--- config.mk ---
export PLATFORM = sky130hd
export DESIGN_NAME = tag_lookup_unit_flat
export DESIGN_NICKNAME = d
export VERILOG_FILES = /design/src/rtl/tag_lookup_unit_if.sv /design/src/rtl/tag_lookup_unit.sv /design/src/flat_wrapper.sv
export SDC_FILE = /design/constraint.sdc
export NUM_CORES = 2
export LEC_CHECK = 0
export BUFFER_PORTS_ARGS = -buffer_cell sky130_fd_sc_hd__buf_2
export CAP_MARGIN = 20
export CORE_AREA = 3 3 729 731
export CTS_CLUSTER_SIZE = 10
export DETAILED_ROUTE_END_ITERATION = 6
export DIE_AREA = 0 0 732 734
export HOLD_SLACK_MARGIN = 0.1
export PLACE_DENSITY = 0.38
export SLEW_MARGIN = 10
export SYNTH_ARGS = -nofsm -noshare
export SYNTH_HDL_FRONTEND = slang
export SYNTH_SLANG_ARGS = --single-unit
--- constraint.sdc ---
create_clock -name clock -period 10.5 [get_ports clock]
set_input_delay 0 -clock clock [delete_from_list [all_inputs] [get_ports clock]]
set_output_delay 0 -clock clock [all_outputs]
set_load 0.05 [all_outputs]
--- src/rtl/tag_lookup_unit_if.sv ---
// Lookup request/response, fill port and sweep status of the L2 tag store.
// The miss handler and address decoder use master; the tag store uses slave.
interface tag_lookup_unit_if #(
  parameter int tagBits   = 12,
  parameter int indexBits = 6,
  parameter int ways      = 4
);
  localparam int wayBits = $clog2(ways);

  logic                 reqValid;
  logic                 reqReady;
  logic [indexBits-1:0] reqIndex;
  logic [tagBits-1:0]   reqTag;
  logic                 rspValid;
  logic                 rspHit;
  logic [wayBits-1:0]   rspWay;
  logic [ways-1:0]      rspHitVector;
  logic                 rspMultiHit;
  logic                 fillValid;
  logic                 fillInvalidate;
  logic [indexBits-1:0] fillIndex;
  logic [wayBits-1:0]   fillWay;
  logic [tagBits-1:0]   fillTag;
  logic                 clearing;

  modport master (
    output reqValid, reqIndex, reqTag,
    output fillValid, fillInvalidate, fillIndex, fillWay, fillTag,
    input  reqReady, rspValid, rspHit, rspWay, rspHitVector, rspMultiHit, clearing
  );

  modport slave (
    input  reqValid, reqIndex, reqTag,
    input  fillValid, fillInvalidate, fillIndex, fillWay, fillTag,
    output reqReady, rspValid, rspHit, rspWay, rspHitVector, rspMultiHit, clearing
  );
endinterface

--- src/rtl/tag_lookup_unit.sv ---
// N-way set-associative tag store with a two-stage parallel tag comparator.
// Valid bits are swept clear after reset; tags are left as-is.
module tag_lookup_unit #(
  parameter int tagBits   = 12,
  parameter int indexBits = 6,
  parameter int ways      = 4
) (
  input  logic             clock,
  input  logic             reset,
  tag_lookup_unit_if.slave bus
);
  localparam int sets    = 2 ** indexBits;
  localparam int wayBits = $clog2(ways);

  localparam logic [0:0] stateClear = 1'b0;
  localparam logic [0:0] stateRun   = 1'b1;

  logic [0:0]           stateReg;
  logic [indexBits-1:0] sweepReg;

  logic [ways-1:0]      validMem [sets];
  logic [tagBits-1:0]   tagMem   [sets][ways];

  logic                 s1ValidReg;
  logic [tagBits-1:0]   s1TagReg;
  logic [ways-1:0]      s1WayValidReg;
  logic [tagBits-1:0]   s1WayTagReg [ways];

  logic [ways-1:0]      hitVector;
  logic [wayBits-1:0]   hitWay;
  logic                 multiHit;

  logic                 rspValidReg;
  logic                 rspHitReg;
  logic [wayBits-1:0]   rspWayReg;
  logic [ways-1:0]      rspHitVectorReg;
  logic                 rspMultiHitReg;

  logic                 running;
  logic                 accept;

  assign running = (stateReg == stateRun);
  assign accept  = bus.reqValid && running;

  always_ff @(posedge clock) begin
    if (reset) begin
      stateReg <= stateClear;
      sweepReg <= '0;
    end else if (stateReg == stateClear) begin
      sweepReg <= sweepReg + 1'b1;
      if (&sweepReg) stateReg <= stateRun;
    end
  end

  // The sweep alone initialises valid bits, so the array needs no reset fan-out.
  always_ff @(posedge clock) begin
    if (!reset) begin
      if (!running)
        validMem[sweepReg] <= '0;
      else if (bus.fillValid)
        validMem[bus.fillIndex][bus.fillWay] <= !bus.fillInvalidate;
    end
  end

  always_ff @(posedge clock) begin
    if (!reset && running && bus.fillValid && !bus.fillInvalidate)
      tagMem[bus.fillIndex][bus.fillWay] <= bus.fillTag;
  end

  // Stage 1 reads pre-edge storage, so a same-cycle fill is not visible.
  always_ff @(posedge clock) begin
    if (reset) s1ValidReg <= 1'b0;
    else       s1ValidReg <= accept;
    s1TagReg      <= bus.reqTag;
    s1WayValidReg <= validMem[bus.reqIndex];
  end

  generate
    for (genvar gi = 0; gi < ways; gi++) begin : gWay
      always_ff @(posedge clock) begin
        s1WayTagReg[gi] <= tagMem[bus.reqIndex][gi];
      end
      assign hitVector[gi] = s1WayValidReg[gi] && (s1WayTagReg[gi] == s1TagReg);
    end
  endgenerate

  always_comb begin
    hitWay = '0;
    for (int w = ways - 1; w >= 0; w--) begin
      if (hitVector[w]) hitWay = wayBits'(w);
    end
  end

  assign multiHit = |(hitVector & (hitVector - 1'b1));

  always_ff @(posedge clock) begin
    if (reset) begin
      rspValidReg     <= 1'b0;
      rspHitReg       <= 1'b0;
      rspWayReg       <= '0;
      rspHitVectorReg <= '0;
      rspMultiHitReg  <= 1'b0;
    end else begin
      rspValidReg <= s1ValidReg;
      if (s1ValidReg) begin
        rspHitReg       <= |hitVector;
        rspWayReg       <= hitWay;
        rspHitVectorReg <= hitVector;
        rspMultiHitReg  <= multiHit;
      end
    end
  end

  assign bus.reqReady     = running;
  assign bus.clearing     = !running;
  assign bus.rspValid     = rspValidReg;
  assign bus.rspHit       = rspHitReg;
  assign bus.rspWay       = rspWayReg;
  assign bus.rspHitVector = rspHitVectorReg;
  assign bus.rspMultiHit  = rspMultiHitReg;
endmodule

--- src/flat_wrapper.sv ---
// flat-port wrapper written by rule: the top's interface ports become plain ports
module tag_lookup_unit_flat 
#(
  parameter int tagBits   = 12,
  parameter int indexBits = 6,
  parameter int ways      = 4
)
  (clock, reset, bus_reqValid, bus_reqIndex, bus_reqTag, bus_fillValid, bus_fillInvalidate, bus_fillIndex, bus_fillWay, bus_fillTag, bus_reqReady, bus_rspValid, bus_rspHit, bus_rspWay, bus_rspHitVector, bus_rspMultiHit, bus_clearing);
  tag_lookup_unit_if #(.tagBits(tagBits), .indexBits(indexBits), .ways(ways)) bus_i ();
  input  logic clock;
  input  logic reset;
  input wire logic [$bits(bus_i.reqValid)-1:0] bus_reqValid;
  input wire logic [$bits(bus_i.reqIndex)-1:0] bus_reqIndex;
  input wire logic [$bits(bus_i.reqTag)-1:0] bus_reqTag;
  input wire logic [$bits(bus_i.fillValid)-1:0] bus_fillValid;
  input wire logic [$bits(bus_i.fillInvalidate)-1:0] bus_fillInvalidate;
  input wire logic [$bits(bus_i.fillIndex)-1:0] bus_fillIndex;
  input wire logic [$bits(bus_i.fillWay)-1:0] bus_fillWay;
  input wire logic [$bits(bus_i.fillTag)-1:0] bus_fillTag;
  output wire logic [$bits(bus_i.reqReady)-1:0] bus_reqReady;
  output wire logic [$bits(bus_i.rspValid)-1:0] bus_rspValid;
  output wire logic [$bits(bus_i.rspHit)-1:0] bus_rspHit;
  output wire logic [$bits(bus_i.rspWay)-1:0] bus_rspWay;
  output wire logic [$bits(bus_i.rspHitVector)-1:0] bus_rspHitVector;
  output wire logic [$bits(bus_i.rspMultiHit)-1:0] bus_rspMultiHit;
  output wire logic [$bits(bus_i.clearing)-1:0] bus_clearing;
  assign bus_i.reqValid = bus_reqValid;
  assign bus_i.reqIndex = bus_reqIndex;
  assign bus_i.reqTag = bus_reqTag;
  assign bus_i.fillValid = bus_fillValid;
  assign bus_i.fillInvalidate = bus_fillInvalidate;
  assign bus_i.fillIndex = bus_fillIndex;
  assign bus_i.fillWay = bus_fillWay;
  assign bus_i.fillTag = bus_fillTag;
  assign bus_reqReady = bus_i.reqReady;
  assign bus_rspValid = bus_i.rspValid;
  assign bus_rspHit = bus_i.rspHit;
  assign bus_rspWay = bus_i.rspWay;
  assign bus_rspHitVector = bus_i.rspHitVector;
  assign bus_rspMultiHit = bus_i.rspMultiHit;
  assign bus_clearing = bus_i.clearing;
  tag_lookup_unit #(.tagBits(tagBits), .indexBits(indexBits), .ways(ways)) u_core (.clock(clock), .reset(reset), .bus(bus_i));
endmodule
# Word-level counts from Yosys, hierarchy flattened
# Memory sizes are Yosys's and may differ from the RTL's. A register that Yosys moved wholly into a read port is not among the register bits.
# Index checks and enable logic that the tools add are counted.
# word_totals
word_cells	63
rom_bits	0
input_bits	43
mem_bits_rw	3376
reg_bits	29
n_memories	3
latchBits	0
# mem_list
name	words	word_bits	read_ports	rd_clocked_by_memory_dff	write_ports	line	text
u_core.tagMem	64	48	1	0	1	tag_lookup_unit.sv:22	logic [tagBits-1:0] tagMem [sets][ways];
u_core.validMem	64	4	1	1	1	tag_lookup_unit.sv:21	logic [ways-1:0] validMem [sets];
u_core.s1WayTagReg	4	12	4	0	4	tag_lookup_unit.sv:27	logic [tagBits-1:0] s1WayTagReg [ways];
# op_classes
muxes	22
n_eq_ne	4
reduce_logical	17
n_bitwise	2
n_shift	0
multipliers	0
magnitude_cmp	4
add_sub_neg	2
div_mod_pow	0
# op_table
cell	count
12-bit equality test	4
48-bit two-way mux	1
12-bit demux with 2-bit select	1
12-bit two-way mux	1
4-bit two-way mux	3
4-bit OR reduction	3
1-bit logical AND	10
1-bit two-way mux	10
2-bit two-way mux	4
6-bit by 1-bit adder with 6-bit output, second input constant	1
6-bit two-way mux	1
6-bit AND reduction	1
4-bit bitwise AND	1
4-bit by 1-bit subtractor with 4-bit output, second input constant	1
3-bit greater-or-equal comparator, second input constant	1
1-bit logical NOT	3
2-bit by 3-bit < comparator with 1-bit output, second input constant	1
3-bit by 1-bit < comparator with 1-bit output, second input constant	1
2-bit NOT with 3-bit output	1
1-bit demux with 2-bit select	1
2-bit by 1-bit greater-or-equal comparator with 1-bit output, second input constant	1

# Longest topological paths before layout
# depth
depth_word	7
mapped_depth	11

# Worst setup path before layout
# No wires, ideal clock.
# synth_path
path_kind	register to register
start	register u_core.stateReg, in the netlist u_core.bus.reqReady
end	memory u_core.tagMem[0][36] (netlist name), enable pin
stages_incl_launch_ff	6
setup_ns	0.384
t_required_ns	10.116
synth_period_minus_slack_ns	9.935
t_arrival_ns	9.551
n_path_buf	1
path_slack_ns	0.565
cell_sequence	dfxtp_1 -> nand3b_1 -> buf_2 -> nor2_1 -> nand2_1 -> nor2_1
# synth_between
elab_chain_cells	5
# synth_rtl
item	line	text
start: declaration	tag_lookup_unit.sv:18	logic [0:0] stateReg;
start signal: assignment	tag_lookup_unit.sv:47	stateReg <= stateClear;
start signal: assignment	tag_lookup_unit.sv:51	if (&sweepReg) stateReg <= stateRun;
1-bit logical AND (3 in series)	tag_lookup_unit.sv:66	if (!reset && running && bus.fillValid && !bus.fillInvalidate)
1-bit two-way mux	tag_lookup_unit.sv:66	
48-bit two-way mux (implied by the code)	tag_lookup_unit.sv:67	tagMem[bus.fillIndex][bus.fillWay] <= bus.fillTag;
end: declaration	tag_lookup_unit.sv:22	
# Every way passes these cells.

==> results.yml <==
outcome:
  outcome: "finished clean"
detailed_routing:
  vias_per_cell: 4.61
  final_antenna_net_count: 0
  first_pass_iters: 5
  wl_um: 417000
  wire_per_inst_um: 30.4
  drt_iter0_drc: 6656
  via_count: 63272
  drc: 0
sta:
  final.min_clock_period_ps: 4620
  rsz0062_at_grt: "false"
  worst-slew-pin-transition_ps: 1240
  finClkSkew_ps: 64.8
  relSlewSlack_pct: 17.2
  hold_viol: 0
  setup_tns_ps: 0
  timing.final.ws_setup_ps: 5880
  drv_slew: 0
  max_freq_mhz: 216
  setup_viol: 0
  fin_crit_sh_pct: 44.0
power:
  ir_drop_mv: 0.122
  power.total_uw: 28900
  powerDensity_nw_per_um2: 188
  p_leak_uw: 0.0470
die:
  core-area_um2: 525000
  die_y_um: 734
  start_util_pct: 25.0
  rows: 266
  die-area_um2: 537000
  pin_count: 54
  die_w_um: 732
cts:
  cts_tree: "done"
  htreeDepth: 5
  clock_latency_ps: 990
  cts.sinks: 3409
  clock-root-buffer: "clkbuf_16"
  clock_path_buffers: 4
  cts_buffers: 393
  path_clk_slew_ps: 60
global_routing:
  grt_use_total_pct: 15.2
  grt_pass1_vias: 66061
  antenna_found_initial: 45
  grt_max_degree: 260
  grt_overflow: 0
  grt_pass1_wl_um: 571000
place:
  place_inst: 12984
  dp_slack_ps: 5440
  io_buffer_count: 53
  dp_hpwl_um: 247000
  gp_congestion: 0.748
  placed_area_um2: 142000
yosys:
  ys_seq_area_share_pct: 77.4
  yosys_warnings: 0
  syn_nets: 5997
  synth_cell_types: 39
  ys_ff_latch: 3409
  async_flop_share_pct: 0
  synth_edf_count: 3328
  netlist_instances: 5953
  synth_area_um2: 131000
  yosys.area.top_type_share_pct: 76.2
  synthTopCellsByArea: "edfxtp_1 76%, mux4_2 16%, nor2_1 1.5%"
  syn_area_per_cell_um2: 22.0
  synth_ff_type: "edfxtp_1"
  synth_area_leader_cell: "edfxtp_1"
setup_path:
  end_kind: "flip-flop"
  crit_arrival_ps: 5450
  critPathMaxFanout: 51
  setup.worst_path.start_class: "input pin"
  critical_path_class: "input pin to flip-flop"
  critPathRequiredTime_ps: 11320
flow_run:
  max-cap-violations: 0
finish:
  area_growth_pct: 17.4
  layout.cells.non_filler: 13723
  drive_gt1_share_pct: 27.8
  postLayoutCellArea_um2: 154000
  fin_nets: 6530
  n_fill_cell: 50997
  mostFrequentLayoutCell: "edfxtp_1"
  final_cell_mix: "3,328 x edfxtp_1, 958 x mux4_2, 479 x nor2_1"
hold_path:
  min_path_type: "input pin to flip-flop"
final cells by class:
| cell class | count | area (um2) | share of cell area (%) |
|---|---|---|---|
| antenna | 16 | 40.0 | 0.0260 |
| sequential | 3409 | 102000 | 65.9 |
| multi-input combinational | 2193 | 28300 | 18.4 |
| clock buffer | 604 | 10700 | 6.97 |
| clock inverter | 44 | 586 | 0.380 |
| inverter | 5 | 20.0 | 0.0130 |
| tap | 6968 | 8720 | 5.66 |
| timing repair buffer | 484 | 4070 | 2.64 |
synthesized netlist by cell type, types with 38 or more instances:
| library cell | number |
|---|---|
| edfxtp_1 | 3328 |
| mux4_2 | 958 |
| nor2_1 | 517 |
| clkbuf_1 | 183 |
| nand2_1 | 151 |
| buf_2 | 110 |
| a22oi_1 | 108 |
| mux2i_1 | 90 |
| dfxtp_1 | 81 |
| nor3_1 | 64 |
| o21ai_0 | 63 |
| xnor2_1 | 49 |
| nand3_1 | 40 |
| a21oi_1 | 38 |
worst paths after layout:
kind / start / to / slack, ps / cells past startpoint
worst min-delay path: bus_fillTag[0] / u_core.tagMem[28][12]$_DFFE_PP_ / 170 / 2
worst max register to register: u_core.bus.reqReady$_SDFF_PP0_ / u_core.tagMem[17][39]$_DFFE_PP_ / 6060 / 7
worst max-delay path: bus_reqIndex[2] / u_core.s1WayTagReg[3][3]$_DFF_P_ / 5880 / 9
worst min register to register: u_core.bus.rspMultiHit$_SDFFE_PP0P_ / u_core.bus.rspMultiHit$_SDFFE_PP0P_ / 460 / 2
logic make-up (layout without fill, tap and decap cells):
| group | Yosys count | count (layout) | share of synthesized area, % |
|---|---|---|---|
| flip-flops | 3409 | 3409 | 77.4 |
| XOR/XNOR | 52 | 52 | 0.347 |
| AND/OR/NAND/NOR | 823 | 823 | 2.56 |
| adder cells (fa/ha/maj) | 2 | 2 | 0.0172 |
| multiplexers | 1048 | 1048 | 17.1 |
| AO/OA/AOI/OAI | 268 | 268 | 1.36 |
| other | 0 | 16 | 0 |
| buffers and inverters | 351 | 1137 | 1.19 |
critical path, stage by stage:
cell and delay, ps:
dlygate4sd3_1 580, buf_8 390, buf_4 650, buf_4 720, buf_4 810, mux4_2 430
mux4_2 500, a22oi_1 930, nand2_1 160
repair_timing:
action,CTS,global route
hold endpoints to repair,2469,0
buffers inserted,0,0
resized for setup,0,0
hold buffers,69,0
state kept, by name (all words and copies together), names as in the netlist, 2 cells and up:
name                     flops
u_core.bus.rspWay            2
u_core.validMem            256
u_core.s1TagReg             12
u_core.s1WayTagReg          48
u_core.sweepReg              6
u_core.bus.rspHitVector      4
u_core.s1WayValidReg         4
u_core.tagMem             3072
metrics by stage:
stage | util, % | hold WS, ps
2_1_floorplan | - | 27.7
3_3_place_gp | 27.0 | 105
4_1_cts | 29.3 | 106
3_5_place_dp | 27.0 | 104
5_1_grt | 29.3 | 155
6_report | 29.4 | 174
layer usage:
metal  vias up  global-route usage, %  routed length [um]
li1      25943                      -                   -
met1     34972                   21.1              184000
met2      1850                   25.0              200000
met3       499                   2.36               22400
met4         8                   3.60               10500
met5         -                      0                  45
where the power goes:
group	total, uW	internal [uW]	switching, uW
sequential	15000	14900	42.7
clock	12500	7030	5460
combinational	1420	492	928
total	28900	22500	6430
(Power assumes the default switching activity.)
